--- src/rtl/rs_pkg.sv ---
// Shared operand/slot types and CDB lookup helpers for the reservation-station bank.
package rs_pkg;

  localparam int RS_TAG_W     = 5;
  localparam int RS_XLEN      = 32;
  localparam int RS_PAYLOAD_W = 64;
  localparam int RS_CDB_PORTS = 2;
  localparam int RS_PORT_W    = (RS_CDB_PORTS > 1) ? $clog2(RS_CDB_PORTS) : 1;

  typedef struct packed {
    logic                rdy;
    logic [RS_TAG_W-1:0] tag;
    logic [RS_XLEN-1:0]  value;
  } rs_operand_t;

  typedef struct packed {
    logic                    busy;
    logic [RS_PAYLOAD_W-1:0] payload;
    logic [RS_TAG_W-1:0]     dest_tag;
    rs_operand_t             op1;
    rs_operand_t             op2;
  } rs_slot_t;

  typedef struct packed {
    logic                 hit;
    logic [RS_PORT_W-1:0] port;
  } rs_match_t;

  // Scan from the top so the lowest matching port is the one left standing.
  function automatic rs_match_t cdb_match(
    input logic [RS_TAG_W-1:0]              tag,
    input logic [RS_CDB_PORTS-1:0]          cdb_valid,
    input logic [RS_CDB_PORTS*RS_TAG_W-1:0] cdb_tag
  );
    rs_match_t m;
    m = '0;
    for (int p = RS_CDB_PORTS - 1; p >= 0; p--) begin
      if (cdb_valid[p] && (cdb_tag[p*RS_TAG_W +: RS_TAG_W] == tag)) begin
        m.hit  = 1'b1;
        m.port = RS_PORT_W'(p);
      end
    end
    return m;
  endfunction

  function automatic logic [RS_XLEN-1:0] cdb_pick(
    input logic [RS_PORT_W-1:0]            port,
    input logic [RS_CDB_PORTS*RS_XLEN-1:0] cdb_value
  );
    logic [RS_XLEN-1:0] v;
    v = '0;
    for (int p = 0; p < RS_CDB_PORTS; p++) begin
      if (port == RS_PORT_W'(p)) begin
        v = cdb_value[p*RS_XLEN +: RS_XLEN];
      end
    end
    return v;
  endfunction

  function automatic rs_operand_t op_capture(
    input logic                             rdy,
    input logic [RS_TAG_W-1:0]              tag,
    input logic [RS_XLEN-1:0]               value,
    input logic [RS_CDB_PORTS-1:0]          cdb_valid,
    input logic [RS_CDB_PORTS*RS_TAG_W-1:0] cdb_tag,
    input logic [RS_CDB_PORTS*RS_XLEN-1:0]  cdb_value
  );
    rs_operand_t o;
    rs_match_t   m;
    m     = cdb_match(tag, cdb_valid, cdb_tag);
    o.tag = tag;
    if (rdy) begin
      o.rdy   = 1'b1;
      o.value = value;
    end else if (m.hit) begin
      o.rdy   = 1'b1;
      o.value = cdb_pick(m.port, cdb_value);
    end else begin
      o.rdy   = 1'b0;
      o.value = '0;
    end
    return o;
  endfunction

endpackage

--- src/rtl/rs_age_select.sv ---
// Age matrix (row i, bit k set = slot k is older than slot i) and oldest-ready one-hot grant.
module rs_age_select import rs_pkg::*; #(
  parameter int ENTRIES = 8
) (
  input  logic               clock,
  input  logic               reset_n,
  input  logic               squash,
  input  logic [ENTRIES-1:0] i_alloc_oh,
  input  logic [ENTRIES-1:0] i_busy,
  input  logic [ENTRIES-1:0] i_free_oh,
  input  logic [ENTRIES-1:0] i_ready,
  output logic [ENTRIES-1:0] o_grant,
  output logic               o_any_ready
);

  logic [ENTRIES-1:0] r_age [ENTRIES];

  // Freed slots drop out of every row so a later reuse starts as the youngest.
  always_ff @(posedge clock or negedge reset_n) begin
    if (!reset_n) begin
      for (int i = 0; i < ENTRIES; i++) r_age[i] <= '0;
    end else if (squash) begin
      for (int i = 0; i < ENTRIES; i++) r_age[i] <= '0;
    end else begin
      for (int i = 0; i < ENTRIES; i++) begin
        if (i_alloc_oh[i]) r_age[i] <= i_busy & ~i_free_oh;
        else               r_age[i] <= r_age[i] & ~i_free_oh;
      end
    end
  end

  // A ready slot wins when no other ready slot is older than it.
  always_comb begin
    o_grant = '0;
    for (int j = 0; j < ENTRIES; j++) begin
      o_grant[j] = i_ready[j] & ~(|(r_age[j] & i_ready));
    end
  end

  assign o_any_ready = |i_ready;

endmodule

--- src/rtl/rs_bank.sv ---
// Reservation-station bank: lowest-free dispatch, multi-port CDB wakeup, oldest-ready issue.
module rs_bank import rs_pkg::*; #(
  parameter int  ENTRIES   = 8,
  parameter int  CDB_PORTS = RS_CDB_PORTS,
  parameter int  TAG_W     = RS_TAG_W,
  parameter int  XLEN      = RS_XLEN,
  parameter int  PAYLOAD_W = RS_PAYLOAD_W,
  parameter bit  BYPASS    = 1'b1,
  localparam int FC_W      = $clog2(ENTRIES + 1)
) (
  input  logic                      clock,
  input  logic                      reset_n,
  input  logic                      squash,
  input  logic                      disp_valid,
  output logic                      disp_ready,
  input  logic [PAYLOAD_W-1:0]      disp_payload,
  input  logic [TAG_W-1:0]          disp_dest_tag,
  input  logic                      disp_rs1_rdy,
  input  logic [TAG_W-1:0]          disp_rs1_tag,
  input  logic [XLEN-1:0]           disp_rs1_value,
  input  logic                      disp_rs2_rdy,
  input  logic [TAG_W-1:0]          disp_rs2_tag,
  input  logic [XLEN-1:0]           disp_rs2_value,
  input  logic [CDB_PORTS-1:0]      cdb_valid,
  input  logic [CDB_PORTS*TAG_W-1:0] cdb_tag,
  input  logic [CDB_PORTS*XLEN-1:0] cdb_value,
  output logic                      issue_valid,
  input  logic                      issue_ready,
  output logic [PAYLOAD_W-1:0]      issue_payload,
  output logic [TAG_W-1:0]          issue_dest_tag,
  output logic [XLEN-1:0]           issue_rs1_value,
  output logic [XLEN-1:0]           issue_rs2_value,
  output logic [FC_W-1:0]           free_count,
  output logic                      empty
);

  logic [ENTRIES-1:0]   w_busy, w_ready, w_alloc_oh, w_grant, w_free_oh;
  logic                 w_any_ready, w_disp_fire, w_issue_fire;
  logic [PAYLOAD_W-1:0] w_payload [ENTRIES];
  logic [TAG_W-1:0]     w_dest    [ENTRIES];
  logic [XLEN-1:0]      w_val1    [ENTRIES];
  logic [XLEN-1:0]      w_val2    [ENTRIES];
  logic [FC_W-1:0]      w_busy_cnt;
  rs_slot_t             w_disp_slot;

  // Lowest clear bit of the start-of-cycle busy vector; zero when full.
  assign w_alloc_oh   = ~w_busy & (w_busy + {{(ENTRIES-1){1'b0}}, 1'b1});
  assign disp_ready   = ~(&w_busy);
  assign w_disp_fire  = disp_valid & disp_ready;
  assign w_issue_fire = w_any_ready & issue_ready;
  assign w_free_oh    = w_grant & {ENTRIES{w_issue_fire}};
  assign issue_valid  = w_any_ready;
  assign empty        = ~(|w_busy);
  assign free_count   = FC_W'(ENTRIES) - w_busy_cnt;

  // New entry image, operands resolved from the dispatch bus or a same-cycle broadcast.
  always_comb begin
    w_disp_slot          = '0;
    w_disp_slot.busy     = 1'b1;
    w_disp_slot.payload  = disp_payload;
    w_disp_slot.dest_tag = disp_dest_tag;
    w_disp_slot.op1 = op_capture(disp_rs1_rdy, disp_rs1_tag, disp_rs1_value,
                                 cdb_valid, cdb_tag, cdb_value);
    w_disp_slot.op2 = op_capture(disp_rs2_rdy, disp_rs2_tag, disp_rs2_value,
                                 cdb_valid, cdb_tag, cdb_value);
  end

  for (genvar i = 0; i < ENTRIES; i++) begin : g_slot
    rs_slot_t           r_slot;
    rs_match_t          w_m1, w_m2;
    logic               w_wake1, w_wake2, w_ok1, w_ok2;
    logic [XLEN-1:0]    w_cdb1, w_cdb2;

    assign w_m1    = cdb_match(r_slot.op1.tag, cdb_valid, cdb_tag);
    assign w_m2    = cdb_match(r_slot.op2.tag, cdb_valid, cdb_tag);
    assign w_cdb1  = cdb_pick(w_m1.port, cdb_value);
    assign w_cdb2  = cdb_pick(w_m2.port, cdb_value);
    assign w_wake1 = r_slot.busy & ~r_slot.op1.rdy & w_m1.hit;
    assign w_wake2 = r_slot.busy & ~r_slot.op2.rdy & w_m2.hit;
    assign w_ok1   = r_slot.op1.rdy | (BYPASS & w_wake1);
    assign w_ok2   = r_slot.op2.rdy | (BYPASS & w_wake2);

    assign w_busy[i]    = r_slot.busy;
    assign w_ready[i]   = r_slot.busy & w_ok1 & w_ok2;
    assign w_payload[i] = r_slot.payload;
    assign w_dest[i]    = r_slot.dest_tag;
    assign w_val1[i]    = r_slot.op1.rdy ? r_slot.op1.value : w_cdb1;
    assign w_val2[i]    = r_slot.op2.rdy ? r_slot.op2.value : w_cdb2;

    // Slot state: squash beats dispatch, dispatch only targets a slot idle at cycle start.
    always_ff @(posedge clock or negedge reset_n) begin
      if (!reset_n) begin
        r_slot <= '0;
      end else if (squash) begin
        r_slot.busy <= 1'b0;
      end else if (w_disp_fire && w_alloc_oh[i]) begin
        r_slot <= w_disp_slot;
      end else begin
        if (w_free_oh[i]) r_slot.busy <= 1'b0;
        if (w_wake1) begin
          r_slot.op1.rdy   <= 1'b1;
          r_slot.op1.value <= w_cdb1;
        end
        if (w_wake2) begin
          r_slot.op2.rdy   <= 1'b1;
          r_slot.op2.value <= w_cdb2;
        end
      end
    end
  end

  rs_age_select #(.ENTRIES(ENTRIES)) u_age (
    .clock       (clock),
    .reset_n     (reset_n),
    .squash      (squash),
    .i_alloc_oh  (w_alloc_oh & {ENTRIES{w_disp_fire}}),
    .i_busy      (w_busy),
    .i_free_oh   (w_free_oh),
    .i_ready     (w_ready),
    .o_grant     (w_grant),
    .o_any_ready (w_any_ready)
  );

  // One-hot grant mux; all zeros when nothing is ready.
  always_comb begin
    issue_payload   = '0;
    issue_dest_tag  = '0;
    issue_rs1_value = '0;
    issue_rs2_value = '0;
    for (int i = 0; i < ENTRIES; i++) begin
      issue_payload   = issue_payload   | ({PAYLOAD_W{w_grant[i]}} & w_payload[i]);
      issue_dest_tag  = issue_dest_tag  | ({TAG_W{w_grant[i]}}     & w_dest[i]);
      issue_rs1_value = issue_rs1_value | ({XLEN{w_grant[i]}}      & w_val1[i]);
      issue_rs2_value = issue_rs2_value | ({XLEN{w_grant[i]}}      & w_val2[i]);
    end
  end

  always_comb begin
    w_busy_cnt = '0;
    for (int i = 0; i < ENTRIES; i++) begin
      w_busy_cnt = w_busy_cnt + {{(FC_W-1){1'b0}}, w_busy[i]};
    end
  end

endmodule

--- config.mk ---
export PLATFORM = sky130hd
export DESIGN_NAME = rs_bank
export DESIGN_NICKNAME = d
export VERILOG_FILES = /design/src/rtl/rs_pkg.sv /design/src/rtl/rs_age_select.sv /design/src/rtl/rs_bank.sv
export SDC_FILE = /design/constraint.sdc
export NUM_CORES = 2
export LEC_CHECK = 0
export CORE_AREA = 2 2 423 425
export DETAILED_ROUTE_END_ITERATION = 10
export DIE_AREA = 0 0 425 427
export HOLD_SLACK_MARGIN = 0.1
export PLACE_DENSITY_LB_ADDON = 0.2
export SLEW_MARGIN = 0
export SYNTH_ARGS = -nofsm -noshare
export SYNTH_HDL_FRONTEND = slang
export SYNTH_SLANG_ARGS = --single-unit
--- constraint.sdc ---
create_clock -name clock -period 2.88 [get_ports clock]
set_input_delay 0.288 -clock clock [delete_from_list [all_inputs] [get_ports clock]]
set_output_delay 0.288 -clock clock [all_outputs]
set_load 0.05 [all_outputs]
# Word-level counts from Yosys, hierarchy flattened
# Cells that the tools add are included.
[classes]
muxes = 167
bitwise_logic = 183
reduce_logical = 103
n_eq_ne = 36
n_addsub = 9
[op_table]
columns = ["cell", "n"]
rows = [
  ["two-way mux 32 bit", 62],
  ["AND 32 bit", 16],
  ["AND 64 bit", 8],
  ["OR 32 bit", 14],
  ["OR 64 bit", 7],
  ["two-way mux 33 bit", 8],
  ["equality test 5 bit", 36],
  ["AND 8 bit", 20],
  ["OR reduction 8 bit", 10],
  ["two-way mux 2 bit", 36],
  ["two-way mux 64 bit", 1],
  ["two-way mux 8 bit", 8],
  ["AND 1 bit", 58],
  ["two-way mux 1 bit", 52],
  ["AND reduction 2 bit", 24],
  ["logical AND 1 bit", 44],
  ["AND 5 bit", 8],
  ["OR 5 bit", 7],
  ["nonzero test 2 bit", 16],
  ["inverter 1 bit", 27],
  ["nonzero test 3 bit", 8],
  ["adder 4 x 1 -> 4 bit", 4],
  ["inverter 8 bit", 2],
  ["OR 1 bit", 16],
  ["other kinds (6)", 6],
]
[totals]
output_inout_bits = 140
ff_bits = 1232
input_bits = 226

# Depth between registers and ports, before layout
[logic_depth]
depth_word = 20
mapped_depth = 14
ltp_nobuf = 10

# Hierarchy
# From an unflattened synthesis, not the netlist that was laid out.
[unflattened]
cells_unflattened = 8250
hier_area_um2 = 74310.0
[modules_own_cells]
columns = ["mod", "area_each_um2", "seq_area_each_um2", "instances", "cells_per_inst"]
rows = [
  ["rs_bank", 71148.2, 29228.0, 1, 7959],
  ["rs_age_select", 3161.8, 1601.5, 1, 291],
]

# Worst setup path after synthesis
# OpenSTA, ideal clock, no wires.
[synth_path]
path_type = "in2out"
startpoint = "input cdb_tag[6]"
endpoint = "output issue_rs1_value[14]"
arrival_time_ps = 3087
required_ps = 2592
stages = 13
path_slack_ps = -495
path_cell_list = "buf_4 buf_6 xor2_1 nor4_1 and3_1 nor2b_1 clkbuf_1 buf_2 mux2i_1 nor2_1 a21oi_1 o22ai_1 or4_1"
[synth_between]
elab_chain_len = 20
word_cells_on_any_way = 175
[synth_lines]
columns = ["element", "line_no", "rtl"]
rows = [
  ["from (decl)", "rs_bank.sv:25", "input logic [CDB_PORTS*TAG_W-1:0] cdb_tag,"],
  ["equality test 5 bit", "rs_pkg.sv:38", "if (cdb_valid[p] && (cdb_tag[p*RS_TAG_W +: RS_TAG_W] == tag)) begin"],
  ["logical AND 1 bit", "rs_pkg.sv:38", ""],
  ["two-way mux 2 bit (2 in a row)", "rs_pkg.sv:38", ""],
  ["AND 1 bit", "rs_bank.sv:78", "assign w_wake1 = r_slot.busy & ~r_slot.op1.rdy & w_m1.hit;"],
  ["OR 1 bit", "rs_bank.sv:80", "assign w_ok1 = r_slot.op1.rdy | (BYPASS & w_wake1);"],
  ["AND 1 bit (2 in a row)", "rs_bank.sv:84", "assign w_ready[i] = r_slot.busy & w_ok1 & w_ok2;"],
  ["AND 8 bit", "rs_age_select.sv:36", "o_grant[j] = i_ready[j] & ~(|(r_age[j] & i_ready));"],
  ["OR reduction 8 bit", "rs_age_select.sv:36", ""],
  ["inverter 1 bit", "rs_age_select.sv:36", ""],
  ["AND 1 bit", "rs_age_select.sv:36", ""],
  ["AND 32 bit", "rs_bank.sv:133", "issue_rs1_value = issue_rs1_value | ({XLEN{w_grant[i]}} & w_val1[i]);"],
  ["OR 32 bit (6 in a row)", "rs_bank.sv:133", ""],
  ["OR 32 bit *", "rs_bank.sv:133", ""],
  ["to (decl)", "rs_bank.sv:31", "output logic [XLEN-1:0] issue_rs1_value,"],
]
# Mark *: on every way between the ends. The rest lies on a longest branch, timed or not.

# Worst setup path in the final report
[layout_path]
startpoint = "register g_slot[0].r_slot[72] in the netlist's numbering"
endpoint = "output issue_rs2_value[28]"
[layout_between]
elab_chain_len = 20
word_cells_on_any_way = 57
[layout_lines]
columns = ["element", "line_no", "rtl"]
rows = [
  ["from (decl)", "rs_bank.sv:69", "rs_slot_t r_slot;"],
  ["from (signal assigned)", "rs_bank.sv:97", "r_slot <= w_disp_slot;"],
  ["equality test 5 bit", "rs_pkg.sv:38", ""],
  ["logical AND 1 bit", "rs_pkg.sv:38", ""],
  ["two-way mux 2 bit", "rs_pkg.sv:38", ""],
  ["two-way mux 2 bit *", "rs_pkg.sv:38", ""],
  ["AND 1 bit *", "rs_bank.sv:78", ""],
  ["OR 1 bit *", "rs_bank.sv:80", ""],
  ["AND 1 bit * (2 in a row)", "rs_bank.sv:84", ""],
  ["AND 8 bit", "rs_age_select.sv:36", ""],
  ["OR reduction 8 bit", "rs_age_select.sv:36", ""],
  ["inverter 1 bit", "rs_age_select.sv:36", ""],
  ["AND 1 bit", "rs_age_select.sv:36", ""],
  ["AND 32 bit", "rs_bank.sv:134", "issue_rs2_value = issue_rs2_value | ({XLEN{w_grant[i]}} & w_val2[i]);"],
  ["OR 32 bit (6 in a row)", "rs_bank.sv:134", ""],
  ["OR 32 bit *", "rs_bank.sv:134", ""],
  ["to (decl)", "rs_bank.sv:32", "output logic [XLEN-1:0] issue_rs2_value,"],
]
# Marked as above.

==> flow_summary.ini <==
[run_status]
status = finished, violations left
violations = negative setup slack

[grt]
use_met3 = 0.0609
grt_busiest_layer = met2
use_met1 = 0.393
overflow = 0
grt_max_degree = 136
use_met2 = 0.506
grt_use_total = 0.315
grt_pass1_vias = 67200
grt_first_pass_wirelength_mm = 433
antenna_found_initial = 13

[floorplan]
core-area_mm2 = 0.177
die_width_um = 425
rows = 155
start_util = 0.398
die_height_um = 427
ios = 366
dieArea_mm2 = 0.181

[logic_synthesis]
ys_seq_area_frac = 0.438
syn_nets = 8230
synthArstFlopShare = 1.00
synth_top_family_by_area = compound AO/OA/AOI/OAI gates
synth_edf_count = 0
synth.largest_area_cell = dfrtp_1
ys.flop_type = dfrtp_1
ys_warn_count = 0
muxShareOfSynthArea = 0.161
synth_area_leaders = dfrtp_1, a21oi_1, mux2_2
synthAdderAreaFrac = 0.00238
synth.top_cell.area_share = 0.438
syn_inst = 7993
synth-compound-area-share = 0.185
synth-simple-area-share = 0.142
synthXorXnorAreaFrac = 0.0224
synth_seq_cells = 1232
avgSynthCellArea_um2 = 8.82
synthesis.area_mm2 = 0.0705
synth.distinct_cells = 59

[timing]
rsz0062_at_grt = yes
hold_viol = 0
hold_slack_ps = 187
post-route-period-util = 1.55
setup_ws_ps = -1590
skew_ps = 27.5
drv_slew = 0
slew_headroom = 0.327
worst_slew_pin_slew_ps = 1010
min_period_ps = 4470
fmax_mhz = 224
setup-violations-final = 528

[placed_design]
dp_hpwl_mm = 190
place_inst = 10900
placement.cell_area_mm2 = 0.0868
place_congestion = 0.974
port_buffers = 365

[pwr]
combinationalPowerShare = 0.231
powerDensity_mw_per_mm2 = 544
clockPowerShare = 0.379
ir_drop_v = 0.000525
p_switching_mw = 16.1
p_sw_frac = 0.309
intPower_mw = 35.9
seqPwrFrac = 0.391
p_leak_nw = 41.7

[run]
cap_violations = 0

[clocking]
cts_tree = yes
cts_buffers = 147
insertion_delay_ps = 820
cts.sinks = 1232
path_clk_slew_ps = 60
cts_max_level = 4
cts-root-buf = clkbuf_16
ctsLongestPathBuffers = 3

[critical_path]
path_max_fanout = 8
startpoint_type = flop
critPathKind = flop to output port
end_kind = output port
arrival_ps = 4180
crit_required_ps = 2590

[route]
antenna_left = 0
drc = 0
routed_wl_mm = 300
wl_per_cell_um = 26.5
drtPass1Iterations = 8
via_per_inst = 6.02
first_iter_violations = 7299
via_count = 68000

[final_layout]
drive_gt1_frac = 0.278
fin_nets = 9068
final_common_cell = nor2_1
area_growth_pct = 35.5
fin_cells = 11300
fin_area_mm2 = 0.0955
final_cell_mix = nor2_1, a21oi_1, dfrtp_1

[hold_path]
hold_class = input port to flop
-- cell type report --
class	count	area [µm²]
sequential	1232	30900
timing repair buffer	1491	18100
inverter	19	71.3
clock inverter	47	749
multi-input combinational	5940	38500
fill	15700	81800
tap	2355	2950
antenna	3	7.51
clock buffer	212	4270
-- path summary, 6_finish.rpt --
| kind | start | end | slack (ps) | cells after the start |
|---|---|---|---|---|
| setup / recovery | g_slot[0].r_slot[72] | issue_rs2_value[28] | -1590 | 14 |
| hold / removal | disp_payload[26] | g_slot[6].r_slot[107] | 190 | 3 |
| setup reg to reg | g_slot[3].r_slot[70] | u_age.r_age[20] | -430 | 15 |
| hold reg to reg | g_slot[6].r_slot[86] | g_slot[6].r_slot[86] | 470 | 2 |
| max in group asynchronous | reset_n | g_slot[5].r_slot[84] | 1800 | 3 |
| min in group asynchronous | reset_n | g_slot[2].r_slot[12] | 340 | 3 |
-- power by group through the flow --
stage	Clock [mW]	Sequential (mW)	Combinational, mW
after global routing	20.6	20.5	12.8
after CTS	19.9	20.2	11.6
after global placement	0	20.4	11.2
after detailed placement	0	20.5	11.4
after floorplan	0	20.2	6.45
final	19.7	20.3	12.0
-- metal layers --
metal,vias to the layer above,routed length [µm]
li1,29900,-
met1,33700,116000
met2,3508,138000
met3,913,25500
met4,22,19700
met5,-,158
-- through the flow --
step	power, mW	util	setup slack (ps)	setup TNS (ps)
finish	52.0	0.539	-1590	-254160
global route	53.9	0.539	-1680	-367100
CTS	51.8	0.525	-1580	-272740
detailed placement	32.0	0.490	-1660	-417790
global placement	31.6	0.490	-1680	-407850
floorplan	26.7	-	-308	-116590
-- registers in the layout (all words and copies together) (netlist names) --
signal         flops
g_slot.r_slot   1168
u_age.r_age       64
-- cells in the mapped netlist (all sizes together) (21+ instances only) --
master	number
o21ai	113
nor4	39
buf	283
a22oi	344
or3	21
nand4	72
nand3	45
a21oi	1563
nor2	1568
xnor2	36
and3	34
xor2	144
mux2i	512
clkbuf	520
nor3b	38
dfrtp	1232
mux2	553
nand2	444
or4	53
o22ai	232
-- repair_timing --
| item | in CTS | in global routing |
|---|---|---|
| cloned | 7 | 28 |
| pin swaps | 71 | 135 |
| gates resized for setup | 149 | 253 |
| setup endpoints to repair | 685 | 977 |
| endpoints found under the hold margin | 952 | 0 |
| hold buffers | 3 | 0 |
| setup buffers | 30 | 75 |
-- cells by family (layout without fill, tap and decap cells) --
| logic type | count (synthesis) | count (layout) |
|---|---|---|
| other | 0 | 3 |
| adder cells (fa/ha/maj) | 11 | 11 |
| AND/OR/NAND/NOR | 2372 | 2373 |
| buffers and inverters | 822 | 1769 |
| multiplexers | 1065 | 1065 |
| XOR/XNOR | 180 | 180 |
| flip-flops | 1232 | 1232 |
| AO/OA/AOI/OAI | 2311 | 2311 |
-- critical path, stage by stage, from the launching register on --
cell and delay [ps]:
dfrtp_2 440, xor2_2 160, nor4_2 350, and3_4 280, o31ai_4 110, buf_4 180
nor3b_4 220, buf_6 140, a2111oi_4 30, buf_6 180, nand2_8 180, clkbuf_16 220
o22ai_2 80, or4_4 600, buf_12 180
Note: power is estimated with default switching activity, not from simulation.
